### config.mk
export PLATFORM = sky130hd
export DESIGN_NAME = store_buffer
export DESIGN_NICKNAME = d
export VERILOG_FILES = /design/src/rtl/store_buffer_pkg.sv /design/src/rtl/store_buffer_fifo.sv /design/src/rtl/store_buffer.sv
export SDC_FILE = /design/constraint.sdc
export NUM_CORES = 1
export LEC_CHECK = 0
export ABC_AREA = 1
export CORE_ASPECT_RATIO = 0.5
export CORE_UTILIZATION = 34
export CTS_BUF_LIST = sky130_fd_sc_hd__clkbuf_8 sky130_fd_sc_hd__clkbuf_16
export DETAILED_ROUTE_END_ITERATION = 12
export PLACE_DENSITY_LB_ADDON = 0.2
export SYNTH_ARGS = -nofsm -noshare
export SYNTH_HDL_FRONTEND = slang
export SYNTH_SLANG_ARGS = --single-unit
### constraint.sdc
create_clock -name clk -period 8.45 [get_ports clk]
set_clock_uncertainty 0.15 [all_clocks]
set_input_delay 0.845 -clock clk [delete_from_list [all_inputs] [get_ports clk]]
set_output_delay 0.845 -clock clk [all_outputs]
set_load 0.005 [all_outputs]
### src/rtl/store_buffer_pkg.sv
// -----------------------------------------------------------------------------
// store_buffer_pkg
// Shared types for the store buffer: the default-width queued store entry and
// the drain FSM state encoding.
// -----------------------------------------------------------------------------
package store_buffer_pkg;

   localparam int SB_AW  = 32;
   localparam int SB_DW  = 32;
   localparam int SB_BEW = 4;

   typedef struct packed {
      logic [SB_AW-1:0]  addr;
      logic [SB_DW-1:0]  data;
      logic [SB_BEW-1:0] be;
   } sb_entry_t;

   typedef enum logic {
      SB_IDLE = 1'b0,
      SB_REQ  = 1'b1
   } sb_state_t;

endpackage

### src/rtl/store_buffer_fifo.sv
// -----------------------------------------------------------------------------
// sb_fifo
// In-order storage for committed stores. Pointers carry one wrap bit so a full
// buffer and an empty one are told apart without a separate counter register.
// Ports:
//   clk, reset   clock / asynchronous active-low reset (pointers only)
//   push_i       write din_i at the tail this edge
//   pop_i        retire the head entry this edge
//   din_i        entry to enqueue
//   head_o       oldest entry (combinational read)
//   entries_o    every storage slot, for alias checks
//   valid_o      per-slot occupancy
//   count_o      number of occupied slots, 0..DEPTH
//   full_o       all slots occupied
//   empty_o      no slot occupied
// -----------------------------------------------------------------------------
module sb_fifo
   import store_buffer_pkg::*;
#(
   parameter int  DEPTH   = 4,
   parameter type ENTRY_T = sb_entry_t,
   localparam int PW      = $clog2(DEPTH)
) (
   input  logic           clk,
   input  logic           reset,
   input  logic           push_i,
   input  logic           pop_i,
   input  ENTRY_T         din_i,
   output ENTRY_T         head_o,
   output ENTRY_T         entries_o [DEPTH],
   output logic [DEPTH-1:0] valid_o,
   output logic [PW:0]    count_o,
   output logic           full_o,
   output logic           empty_o
);

   ENTRY_T       mem_q [DEPTH];
   logic [PW:0]  wr_ptr_q, wr_ptr_d;
   logic [PW:0]  rd_ptr_q, rd_ptr_d;

   always_comb begin
      wr_ptr_d = wr_ptr_q + {{PW{1'b0}}, push_i};
      rd_ptr_d = rd_ptr_q + {{PW{1'b0}}, pop_i};
   end

   always_ff @(posedge clk or negedge reset) begin
      if (!reset) begin
         wr_ptr_q <= '0;
         rd_ptr_q <= '0;
      end else begin
         wr_ptr_q <= wr_ptr_d;
         rd_ptr_q <= rd_ptr_d;
      end
   end

   // Storage carries no reset; occupancy is defined purely by the pointers.
   // A push into a full buffer is only legal together with a pop, in which
   // case the tail slot is the head slot being vacated at this same edge.
   always_ff @(posedge clk) begin
      if (push_i) begin
         mem_q[wr_ptr_q[PW-1:0]] <= din_i;
      end
   end

   assign head_o  = mem_q[rd_ptr_q[PW-1:0]];
   assign count_o = wr_ptr_q - rd_ptr_q;
   assign full_o  = (wr_ptr_q[PW] != rd_ptr_q[PW]) &&
                    (wr_ptr_q[PW-1:0] == rd_ptr_q[PW-1:0]);
   assign empty_o = (wr_ptr_q == rd_ptr_q);

   // A slot is occupied when its distance from the head is below the count.
   for (genvar i = 0; i < DEPTH; i++) begin : g_slot
      logic [PW-1:0] offset;
      assign offset       = PW'(i) - rd_ptr_q[PW-1:0];
      assign valid_o[i]   = ({1'b0, offset} < count_o);
      assign entries_o[i] = mem_q[i];
   end

endmodule

### src/rtl/store_buffer.sv
// -----------------------------------------------------------------------------
// store_buffer
// Queues committed stores from retire and drains them in order to data memory
// over a req/ack handshake. Back-pressures retire when full and flags loads
// whose word address aliases a pending or incoming store.
// Ports:
//   clk        clock, rising edge
//   reset      asynchronous, active-low
//   write      byte enables from retire; non-zero means a store this cycle
//   wr_addr    store address
//   wr_data    store data
//   stall      buffer cannot accept a store this cycle (combinational)
//   ld_addr    address of the load in execute
//   ld_hit     load word aliases a pending or incoming store (combinational)
//   mem_req    registered store request to memory
//   mem_addr   head entry address
//   mem_data   head entry data
//   mem_be     head entry byte enables
//   mem_ack    memory accepted the current request
//   empty      no pending stores and no request outstanding
//   overflow   sticky: a store arrived while stall was high
// -----------------------------------------------------------------------------
module store_buffer
   import store_buffer_pkg::*;
#(
   parameter int DEPTH = 4,
   parameter int AW    = 32,
   parameter int DW    = 32
) (
   input  logic          clk,
   input  logic          reset,
   input  logic [3:0]    write,
   input  logic [AW-1:0] wr_addr,
   input  logic [DW-1:0] wr_data,
   output logic          stall,
   input  logic [AW-1:0] ld_addr,
   output logic          ld_hit,
   output logic          mem_req,
   output logic [AW-1:0] mem_addr,
   output logic [DW-1:0] mem_data,
   output logic [3:0]    mem_be,
   input  logic          mem_ack,
   output logic          empty,
   output logic          overflow
);

   localparam int PW = $clog2(DEPTH);

   typedef struct packed {
      logic [AW-1:0] addr;
      logic [DW-1:0] data;
      logic [3:0]    be;
   } entry_t;

   sb_state_t        state_q;
   logic             mem_req_q;
   logic             overflow_q;

   entry_t           din;
   entry_t           head;
   entry_t           entries [DEPTH];
   logic [DEPTH-1:0] valid;
   logic [PW:0]      count;
   logic             fifo_full;
   logic             fifo_empty;

   logic             store_vld;
   logic             pop;
   logic             push;
   logic             unused_bits;

   assign store_vld = |write;

   // mem_ack is only meaningful while a request is outstanding.
   assign pop   = (state_q == SB_REQ) && mem_ack;

   // A full buffer can still take a store on the edge that frees the head.
   assign stall = fifo_full && !pop;
   assign push  = store_vld && !stall;

   assign din = '{addr: wr_addr, data: wr_data, be: write};

   sb_fifo #(
      .DEPTH   (DEPTH),
      .ENTRY_T (entry_t)
   ) u_fifo (
      .clk       (clk),
      .reset     (reset),
      .push_i    (push),
      .pop_i     (pop),
      .din_i     (din),
      .head_o    (head),
      .entries_o (entries),
      .valid_o   (valid),
      .count_o   (count),
      .full_o    (fifo_full),
      .empty_o   (fifo_empty)
   );

   // Drain FSM. mem_req is registered, so a store enqueued at edge N is
   // first requested after edge N+1. On an ack, the FSM stays in REQ when
   // anything remains after the pop (older entries or a same-edge enqueue),
   // giving one pop per cycle with no idle bubble.
   always_ff @(posedge clk or negedge reset) begin
      if (!reset) begin
         state_q   <= SB_IDLE;
         mem_req_q <= 1'b0;
      end else begin
         case (state_q)
            SB_IDLE: begin
               if (!fifo_empty) begin
                  state_q   <= SB_REQ;
                  mem_req_q <= 1'b1;
               end
            end
            SB_REQ: begin
               if (mem_ack && !((count > (PW+1)'(1)) || push)) begin
                  state_q   <= SB_IDLE;
                  mem_req_q <= 1'b0;
               end
            end
            default: begin
               state_q   <= SB_IDLE;
               mem_req_q <= 1'b0;
            end
         endcase
      end
   end

   always_ff @(posedge clk or negedge reset) begin
      if (!reset) begin
         overflow_q <= 1'b0;
      end else if (store_vld && stall) begin
         overflow_q <= 1'b1;
      end
   end

   // Alias check at word granularity; byte enables are deliberately ignored
   // so partial-word overlaps are always reported.
   always_comb begin
      ld_hit = store_vld && (wr_addr[AW-1:2] == ld_addr[AW-1:2]);
      for (int i = 0; i < DEPTH; i++) begin
         if (valid[i] && (entries[i].addr[AW-1:2] == ld_addr[AW-1:2])) begin
            ld_hit = 1'b1;
         end
      end
   end

   // Byte offsets and non-address entry fields take no part in the alias check.
   always_comb begin
      unused_bits = ^ld_addr[1:0];
      for (int i = 0; i < DEPTH; i++) begin
         unused_bits = unused_bits ^ (^entries[i]);
      end
   end

   assign mem_req  = mem_req_q;
   assign mem_addr = head.addr;
   assign mem_data = head.data;
   assign mem_be   = head.be;
   assign empty    = fifo_empty && (state_q == SB_IDLE);
   assign overflow = overflow_q;

endmodule

[Word level (Yosys, flattened, before mapping)]
Memory sizes are Yosys's and may differ from the RTL's.
Index checks and enable logic that the tools add are counted.
W data, S select, Z words.
Cells by class
  add/sub/neg operators: 7
  order comparisons: 5
  equality and inequality tests: 10
  muxes and demuxes: 12
  bitwise logic cells: 1
  reductions and logical operators: 18
Operators with widths (number)
  $eq A30 B30 Y1: 5
  $logic_and A1 B1 Y1: 12
  $lt A2 B3 Y1: 4
  $mux W1: 10
  $add A3 B1 Y3: 2
  $pmux W1 S2: 2
  $reduce_or A4 Y1: 1
  $sub A1 B2 Y2 const A: 2
  $sub A2 B2 Y2 const A: 2
  $eq A3 B3 Y1: 1
  $gt A3 B1 Y1 const B: 1
  $logic_not A1 Y1: 3
  $sub A3 B3 Y3: 1
  $eq A2 B2 Y1: 1
  $ne A2 B1 Y1 const B: 1
  $ne A2 B2 Y1 const B: 1
  $reduce_and A2 Y1: 1
  $logic_or A1 B1 Y1: 1
  $ne A1 B1 Y1: 1
  $not A1 Y1: 1
Word-level totals
  register bits after elaboration: 9
  memory bits (writable): 272
  memories kept: 1
Memory list
  u_fifo.mem_q: words 4, bits a word 68, read ports 5, clocked after Yosys merged registers in 0, wr ports 1, RTL line store_buffer_fifo.sv:37  | ENTRY_T mem_q [DEPTH];

[Depth between registers and ports, before layout]
Gate-level depths: netlist (run 1).
  depth in word-level cells: 10
  mapped depth: 15
  mapped depth without buffers: 13

[Cells and area by module]
Synthesis (run 1) repeated with hierarchy kept, for this count alone.
Unflattened totals
  cells, all modules: 1447
  area total of the unflattened synthesis: 13645.6 µm²
By module, submodules not included
  sb_fifo: instances 1, cells an instance 860, area each 11040.6 µm²
  store_buffer: instances 1, cells an instance 587, area each 2605.0 µm²

[Least setup slack after synthesis (run 1)]
OpenSTA, ideal clock, no wires.
  path kind: register -> register
  from: register u_fifo.rd_ptr_q[1]
  to: memory u_fifo.mem_q[1][0] in the netlist's numbering, enable pin
  arrival: 5.852 ns
  required time: 7.722 ns
  setup slack: 1.869 ns
  stages on the path, launching flop included: 9
  path buffers: 1
  cell sequence: dfrtp_1 buf_4 inv_2 ha_1 nand2_1 nor3_2 nor2_2 inv_1 nor3_1
Between the ends
  longest elaborated chain between the ends: 7
RTL lines
  start, declared: RTL line store_buffer_fifo.sv:39  | logic [PW:0] rd_ptr_q, rd_ptr_d;
  start signal, assigned: RTL line store_buffer_fifo.sv:52  | rd_ptr_q <= rd_ptr_d;
  $eq A2 B2 Y1: RTL line store_buffer_fifo.sv:68  | (wr_ptr_q[PW-1:0] == rd_ptr_q[PW-1:0]);
  $logic_and A1 B1 Y1: RTL line store_buffer_fifo.sv:67  | assign full_o = (wr_ptr_q[PW] != rd_ptr_q[PW]) &&
  $logic_and A1 B1 Y1: RTL line store_buffer.sv:78  | assign stall = fifo_full && !pop;
  named net stall: RTL line store_buffer.sv:35  | output logic stall,
  $logic_not A1 Y1: RTL line store_buffer.sv:79  | assign push = store_vld && !stall;
  $logic_and A1 B1 Y1: RTL line store_buffer.sv:79
  $mux W1: RTL line store_buffer_fifo.sv:60  | if (push_i) begin
  $mux W1 (implied by the code): RTL line store_buffer_fifo.sv:61  | mem_q[wr_ptr_q[PW-1:0]] <= din_i;
  end, declared: RTL line store_buffer_fifo.sv:37
The timed path passes the listed nets, and every way through them passes these cells.

[Worst setup path in the final report (run 1)]
  from: register u_fifo.rd_ptr_q[0]
  to: output ld_hit
Between the ends
  longest elaborated chain between the ends: 7
RTL lines
  $sub A3 B3 Y3 or $sub A1 B2 Y2 (tied branches): RTL line store_buffer_fifo.sv:66, store_buffer_fifo.sv:74
  $lt A2 B3 Y1: RTL line store_buffer_fifo.sv:75  | assign valid_o[i] = ({1'b0, offset} < count_o);
  $logic_and A1 B1 Y1: RTL line store_buffer.sv:143  | if (valid[i] && (entries[i].addr[AW-1:2] == ld_addr[AW-1:2])) begin
  $mux W1 (3 in series): RTL line store_buffer.sv:143
  $mux W1 *: RTL line store_buffer.sv:143
  end, declared: RTL line store_buffer.sv:37  | output logic ld_hit,
Every way passes the cells marked *; elsewhere a longest branch is shown, timed or not.

==> metrics.md, run 1 <==
| Metric | Value |
|---|---|
| Clock Path Buffers | `3` |
| VDD IR-drop max | `173 uV` |
| CP Data Required Time | `7.46 ns` |
| EDFF count, synth | `272` |
| Die Y | `141 um` |
| Root Buffer | `clkbuf_16` |
| Status | `finished, final reports clean` |
| Distinct cells, synth | `38` |
| Worst Tran Pin Value | `1.06 ns` |
| GRT Residual Overflow | `0` |
| Register area share after synthesis | `0.643` |
| Area delta synth->final | `23.4%` |
| HPWL after DPL | `24,100 um` |
| First DRT Iteration DRCs | `736` |
| Number of port buffers | `about 170` |
| Hold WC Path Type | `reg -> reg` |
| DIE AREA | `39,200 sq um` |
| Power Dens Cells | `371 nW/um^2` |
| Total iterations of the first detailed-routing run | `7` |
| Count of pins over their slew limit | `0` |
| GR Util All Layers | `0.188` |
| FF+latch count, synth | `281` |
| CP Capture Type | `primary output` |
| Mapped Cells | `1,192` |
| Post-DR vias/cell | `4.81` |
| Ys async rst share | `0.0320` |
| CTS Hold Buffers Added | `0` |
| Final Cycle Share | `0.627` |
| Cts bufs inserted | `28` |
| Synthesized area | `between 10,000 and 15,000 sq um` |
| Layout cells sized above 1 | `0.0814` |
| Unrepaired setup endpoints after global routing | `no` |
| Row count | `50` |
| P_leak | `about 6.2 nW` |
| Antenna violations before repair | `0` |
| Reg clk slew, reported paths | `0.06 ns` |
| Synth Flop Type | `edfxtp_1` |
| Dpl ws | `3.75 ns` |
| Syn nets | `about 1,300` |
| Setup TNS | `0 ns` |
| Detail Route Antenna Nets | `0` |
| Max_cap viols | `0` |
| Final min period | `5.30 ns` |
| Worst EP arrival | `4.30 ns` |
| Count of final setup violators | `0` |
| CTS tree | `built` |
| # fillers | `roughly 3,500` |
| Kind of critical path | `reg -> out` |
| Post-CTS resize count | `0` |
| First-pass GRT wire length | `approximately 55,000 um` |
| Wire length per cell | `slightly below 20 um` |
| Avg Cell Area, Syn | `about 11 sq um` |
| GP Congestion | `0.892` |
| Sink Count | `~280` |
| Largest net degree at the start of global routing | `68` |
| IO Count | `176` |
| Core Area | `37,600 sq um` |
| Vias in the first global route | `9,066` |
| Crit-path max FO | `47` |
| Hold Fails Final Rpt | `0` |
| Total wire length | `37,100 um` |
| Clock Latency Late Sink | `around 0.56 ns` |
| Startpoint types | `flop` |
| Slew Limit Headroom | `0.295` |
| Vias | `9,128` |
| Fmax | `around 190 MHz` |
| Fin worst setup slack | `~3.2 ns` |
| Initial Util | `0.347` |
| Antenna diode count | `0` |
| Die width | `279 um` |
| Syn. warnings | `0` |
| Depth of the CTS H-tree | `1` |
| # DRC | `0` |
| Post-CTS setup buffers | `0` |
| Nets | `1,471` |
## layout make-up
cell class / instances / area, sq um / area share
Sequential cell: 281 / 8400 / 0.521
Multi-Input combinational cell: 733 / 3930 / 0.244
Inverter: 123 / 462 / 0.0287
Timing Repair Buffer: 188 / 1840 / 0.115
Tap cell: 520 / 651 / 0.0404
Clock buffer: 28 / 701 / 0.0435
Clock inverter: 23 / 128 / 0.00792
## final timing paths
kind / start / end / slack, ns / cells after the start
worst max-delay path: u_fifo.rd_ptr_q[0] / ld_hit / 3.15 / 13
worst min-delay path: overflow / overflow / 0.31 / 1
worst max register to register: u_fifo.rd_ptr_q[1] / u_fifo.mem_q[2][66] / 4.25 / 10
worst min register to register: overflow / overflow / 0.31 / 1
max in group asynchronous: reset / u_fifo.rd_ptr_q[0] / 7.36 / 1
min in group asynchronous: reset / overflow / 0.45 / 1
## routing by layer
metal | vias to the layer above | track usage | part of all wire
met1 | 4450 | 0.251 | 0.44
met3 | 42 | 0.0260 | 0.049
met2 | 231 | 0.330 | 0.50
li1 | 4405 | - | -
met5 | - | 0 | 0
met4 | 0 | 0.0361 | 0.016
## stage by stage
step            util  instances  total power [mW]  instance area, sq um  hold slack, ns
6_report       0.428       1896              5.97                 16100           0.307
5_1_grt        0.428       1896              6.32                 16100           0.348
4_1_cts        0.428       1896              6.05                 16100           0.313
3_5_place_dp   0.406       1845              4.89                 15300           0.298
3_3_place_gp   0.406       1845              4.86                 15300           0.295
2_1_floorplan      -       1192              3.64                 13000           0.301
## cell families after synthesis
| family | share of synthesized area |
|---|---|
| buffers and inverters | 0.0594 |
| AOI/OAI and AO/OA | 0.0658 |
| DFF | 0.643 |
| and+or+nand+nor | 0.173 |
| adders and majority gates | 0.0130 |
| xor gates and xnor gates | 0.0450 |
## cell usage after synthesis, types with 6 or more instances
cell / number / area (sq um)
o221ai_1: 7 / 61.3
ha_1: 12 / 150
o21ai_0: 9 / 45.0
inv_1: 96 / 360
a22oi_1: 60 / 450
edfxtp_1: 272 / 8170
nor2_1: 100 / 375
buf_4: 17 / 128
nand3_1: 115 / 576
inv_2: 27 / 101
clkbuf_1: 6 / 22.5
dfrtp_1: 9 / 225
xor2_1: 46 / 403
buf_2: 28 / 140
nor3_1: 7 / 35.0
o211ai_2: 10 / 125
xnor2_1: 21 / 184
nand2_1: 304 / 1140
## state kept, by name (all words and copies together) (netlist names)
name / flops
state_q: 1
overflow: 1
u_fifo.rd_ptr_q: 3
u_fifo.mem_q: 272
mem_req: 1
u_fifo.wr_ptr_q: 3
## cells in the final DEF (no fill, tap or decap), types with 3 or more instances in the layout
master and n:
or2_0 4, xor2_1 46, nor2_2 3, inv_1 105
o22ai_1 4, nand3_1 115, buf_4 15, edfxtp_1 272
clkbuf_16 28, nor2_1 99, nor3_1 3, clkdlybuf4s50_1 173
clkinv_2 6, nor2_4 3, a22oi_2 4, dfrtp_1 7
nor3_4 3, o21ai_0 9, ha_1 12, o211ai_2 10
nand4_1 4, xnor2_1 21, inv_2 27, o221ai_1 7
a22oi_1 60, a21oi_1 3, nand2_1 304, o21ai_1 4
clkinv_1 3
## where the power goes
| group | total (mW) | internal, mW | leakage, nW | switching, mW |
|---|---|---|---|---|
| Sequential | 2.33 | 2.12 | 2.64 | 0.217 |
| Combinational | 2.49 | 1.01 | 3.14 | 1.48 |
| Clock | 1.15 | 0.607 | 0.443 | 0.540 |
## worst max-delay path, stage by stage (launching register included)
cell,delay (ns)
dfrtp_2,0.63
buf_4,0.67
ha_1,0.28
inv_1,0.07
fa_1,0.51
inv_1,0.11
ha_1,0.29
nor2_1,0.04
o211ai_1,0.25
nand3_1,0.11
nor2_1,0.11
nor2_1,0.06
nand3_2,0.07
clkdlybuf4s50_1,0.50
Note: power is estimated with default switching activity, not from simulation.
==> run 2, diff against run 1 <==
==> constraint.sdc (replaced) <==
create_clock -name clk -period 4.5 [get_ports clk]
set_clock_uncertainty 0.15 [all_clocks]
set_input_delay 0.45 -clock clk [delete_from_list [all_inputs] [get_ports clk]]
set_output_delay 0.45 -clock clk [all_outputs]
set_load 0.005 [all_outputs]
==> run 2 against run 1 <==
Critical path depth unchanged. Worst setup slack worse by 2.7 ns. Cell area grew 1.7%. Count of clock-buffer cells in the layout grew 1. Critical endpoint unchanged. Largest cell class unchanged. Largest power group unchanged. Highest routed layer unchanged.
==> metrics.md, run 2 (same netlist as run 1, synthesis figures left out) <==
| Metric | Value |
|---|---|
| Status | `finished, final reports clean (unchanged)` |
| First DRT Iteration DRCs | `659 (was 736)` |
| Worst EP arrival | `3.49 ns (was 4.30 ns)` |
| Cts bufs inserted | `29 (was 28)` |
| Power Dens Cells | `715 nW/um^2 (was 371 nW/um^2)` |
| Vias | `9,082 (was 9,128)` |
| Total iterations of the first detailed-routing run | `5 (was 7)` |
| Comb pwr share | `0.409 (was 0.417)` |
| # fillers | `3,522 (was 3,547)` |
| Detail Route Antenna Nets | `0 (unchanged)` |
| Switching share of power | `0.359 (was 0.375)` |
| Number of port buffers | `173 (unchanged)` |
| Post-route cell area | `16,400 sq um (was 16,100 sq um)` |
| Wire length per cell | `19.3 um (was 19.6 um)` |
| Die width | `279 um (unchanged)` |
| GP Congestion | `0.919 (was 0.892)` |
| Count of final setup violators | `0 (unchanged)` |
| Post-DR vias/cell | `4.77 (was 4.81)` |
| Most frequent cells in the layout | `304 x nand2_1, 272 x edfxtp_1, 173 x clkdlybuf4s50_1 (unchanged)` |
| Top Metal Used | `met4 (unchanged)` |
| Largest net degree at the start of global routing | `68 (unchanged)` |
| Slew Limit Headroom | `0.490 (was 0.295)` |
| Antenna violations before repair | `0 (unchanged)` |
| DIE AREA | `39,200 sq um (unchanged)` |
| Clock Latency Late Sink | `0.57 ns (was 0.56 ns)` |
| Post-CTS resize count | `0 (unchanged)` |
| IO Count | `176 (unchanged)` |
| Clock Path Buffers | `3 (unchanged)` |
| Max_cap viols | `0 (unchanged)` |
| Total wire length | `36,700 um (was 37,100 um)` |
| Hold Fails Final Rpt | `0 (unchanged)` |
| CP Data Required Time | `3.90 ns (was 7.46 ns)` |
| Slowest CP cell | `fa_1 (was buf_4)` |
| Clock share of power | `0.223 (was 0.192)` |
| Vias in the first global route | `8,993 (was 9,066)` |
| Depth of the CTS H-tree | `1 (unchanged)` |
| Count of pins over their slew limit | `0 (unchanged)` |
| Wl on met1 | `16,000 um (was 16,100 um)` |
| Startpoint types | `flop (unchanged)` |
| Max reg flops | `272 (unchanged)` |
| Reg clk slew, reported paths | `0.07 ns (was 0.06 ns)` |
| CTS tree | `built (unchanged)` |
| Sink Count | `281 (unchanged)` |
| Crit-path max FO | `5 (was 47)` |
| CTS Hold Buffers Added | `0 (unchanged)` |
| DR WL met2 | `18,200 um (was 18,600 um)` |
| Slowest stage delay, CP | `0.52 ns (was 0.67 ns)` |
| DR WL met3 | `1860 um (was 1800 um)` |
| P_leak | `6.31 nW (was 6.22 nW)` |
| Antenna diode count | `0 (unchanged)` |
| Sequential share of power | `0.368 (was 0.391)` |
| Root Buffer | `clkbuf_16 (unchanged)` |
| Worst Tran Pin Value | `0.765 ns (was 1.06 ns)` |
| Unrepaired setup endpoints after global routing | `no (unchanged)` |
| GRT Residual Overflow | `0 (unchanged)` |
| Fmax | `around 240 MHz` |
| Placed Area | `15,400 sq um (was 15,300 sq um)` |
| Internal | `7.51 mW (was 3.73 mW)` |
| HPWL after DPL | `24,200 um (was 24,100 um)` |
| Die Y | `141 um (unchanged)` |
| First-pass GRT wire length | `54,400 um (was 55,200 um)` |
| Switching power | `4.20 mW (was 2.24 mW)` |
| Initial Util | `0.347 (unchanged)` |
| Post-CTS setup buffers | `0 (unchanged)` |
| Worst Hold Slack | `0.0259 ns (was 0.307 ns)` |
| Commonest non-fill, non-tap cell in the layout | `nand2_1 (unchanged)` |
| CP Cell Sequence | `inv_1 > ha_1 > inv_1 > fa_1 > inv_1 > ha_1 > nor2_1 > o211ai_1 > nand3_1 > nor2_1 > nor2_1 > nand3_2 > clkdlybuf4s50_1 (was buf_4 > ha_1 > inv_1 > fa_1 > inv_1 > ha_1 > nor2_1 > o211ai_1 > nand3_1 > nor2_1 > nor2_1 > nand3_2 > clkdlybuf4s50_1)` |
| GR Util All Layers | `0.186 (was 0.188)` |
| Area delta synth->final | `25.6% (was 23.4%)` |
| Row count | `50 (unchanged)` |
| Kind of critical path | `reg -> out (unchanged)` |
| Core Area | `37,600 sq um (unchanged)` |
| CP Capture Type | `primary output (unchanged)` |
| Final Cycle Share | `0.910` |
| # DRC | `0 (unchanged)` |
| Final min period | `just over 4 ns` |
| Nets | `1,476 (was 1,471)` |
| Hold WC Path Type | `in -> async (was reg -> reg)` |
| VDD IR-drop max | `417 uV (was 173 uV)` |
| Layout cells sized above 1 | `0.0875 (was 0.0814)` |
==> run 2: path summary, 6_finish.rpt <==
kind                                         start                   to  slack, ns  cells past startpoint
worst min register to register            overflow             overflow       0.31                      1
worst min-delay path                         reset   u_fifo.rd_ptr_q[1]       0.03                      1
worst max-delay path            u_fifo.wr_ptr_q[0]               ld_hit       0.41                     13
min in group clk                          overflow             overflow       0.31                      1
worst max register to register  u_fifo.rd_ptr_q[1]  u_fifo.mem_q[0][48]       2.01                      8
max in group asynchronous                    reset   u_fifo.rd_ptr_q[0]       3.86                      1
==> run 2: metal layers <==
metal  global-route usage  vias to the layer above
met1                0.244                     4404
met4               0.0434                        0
met5                    0                        -
li1                     -                     4411
met2                0.320                      220
met3               0.0330                       47
==> run 2: worst max-delay path: cells and delay by family (launching register included) <==
kind / cells / cell delay (ns)
AOI/OAI and AO/OA: 1 / 0.25
buffers and inverters: 4 / 0.84
and+or+nand+nor: 5 / 0.38
DFF: 1 / 0.44
adders and majority gates: 3 / 1.00
==> run 2: final cells by class <==
class	count	area, sq um	area share
sequential	281	8400	0.512
multi-input combinational	733	3910	0.238
timing repair buffer	192	1940	0.118
clock buffer	29	726	0.0443
tap	520	651	0.0397
inverter	123	462	0.0282
clock inverter	25	308	0.0188
==> run 2: power groups by stage <==
| stage | Clock [mW] | Combinational, mW | Sequential (mW) |
|---|---|---|---|
| after floorplan | 0 | 2.39 | 4.44 |
| after global placement | 0 | 4.86 | 4.33 |
| after detailed placement | 0 | 4.87 | 4.37 |
| after CTS | 2.67 | 4.89 | 4.32 |
| after global routing | 2.77 | 5.22 | 4.39 |
| final | 2.61 | 4.79 | 4.31 |
==> run 2: stage by stage <==
stage	util	worst slack, ns	TNS [ns]	power (mW)	instances
global route	0.436	0.192	0	12.4	1903
floorplan	-	-2.08	-565.83	6.83	1192
global placement	0.408	1.05	0	9.19	1849
CTS	0.436	0.387	0	11.9	1903
detailed placement	0.408	1.02	0	9.24	1849
finish	0.436	0.406	0	11.7	1903
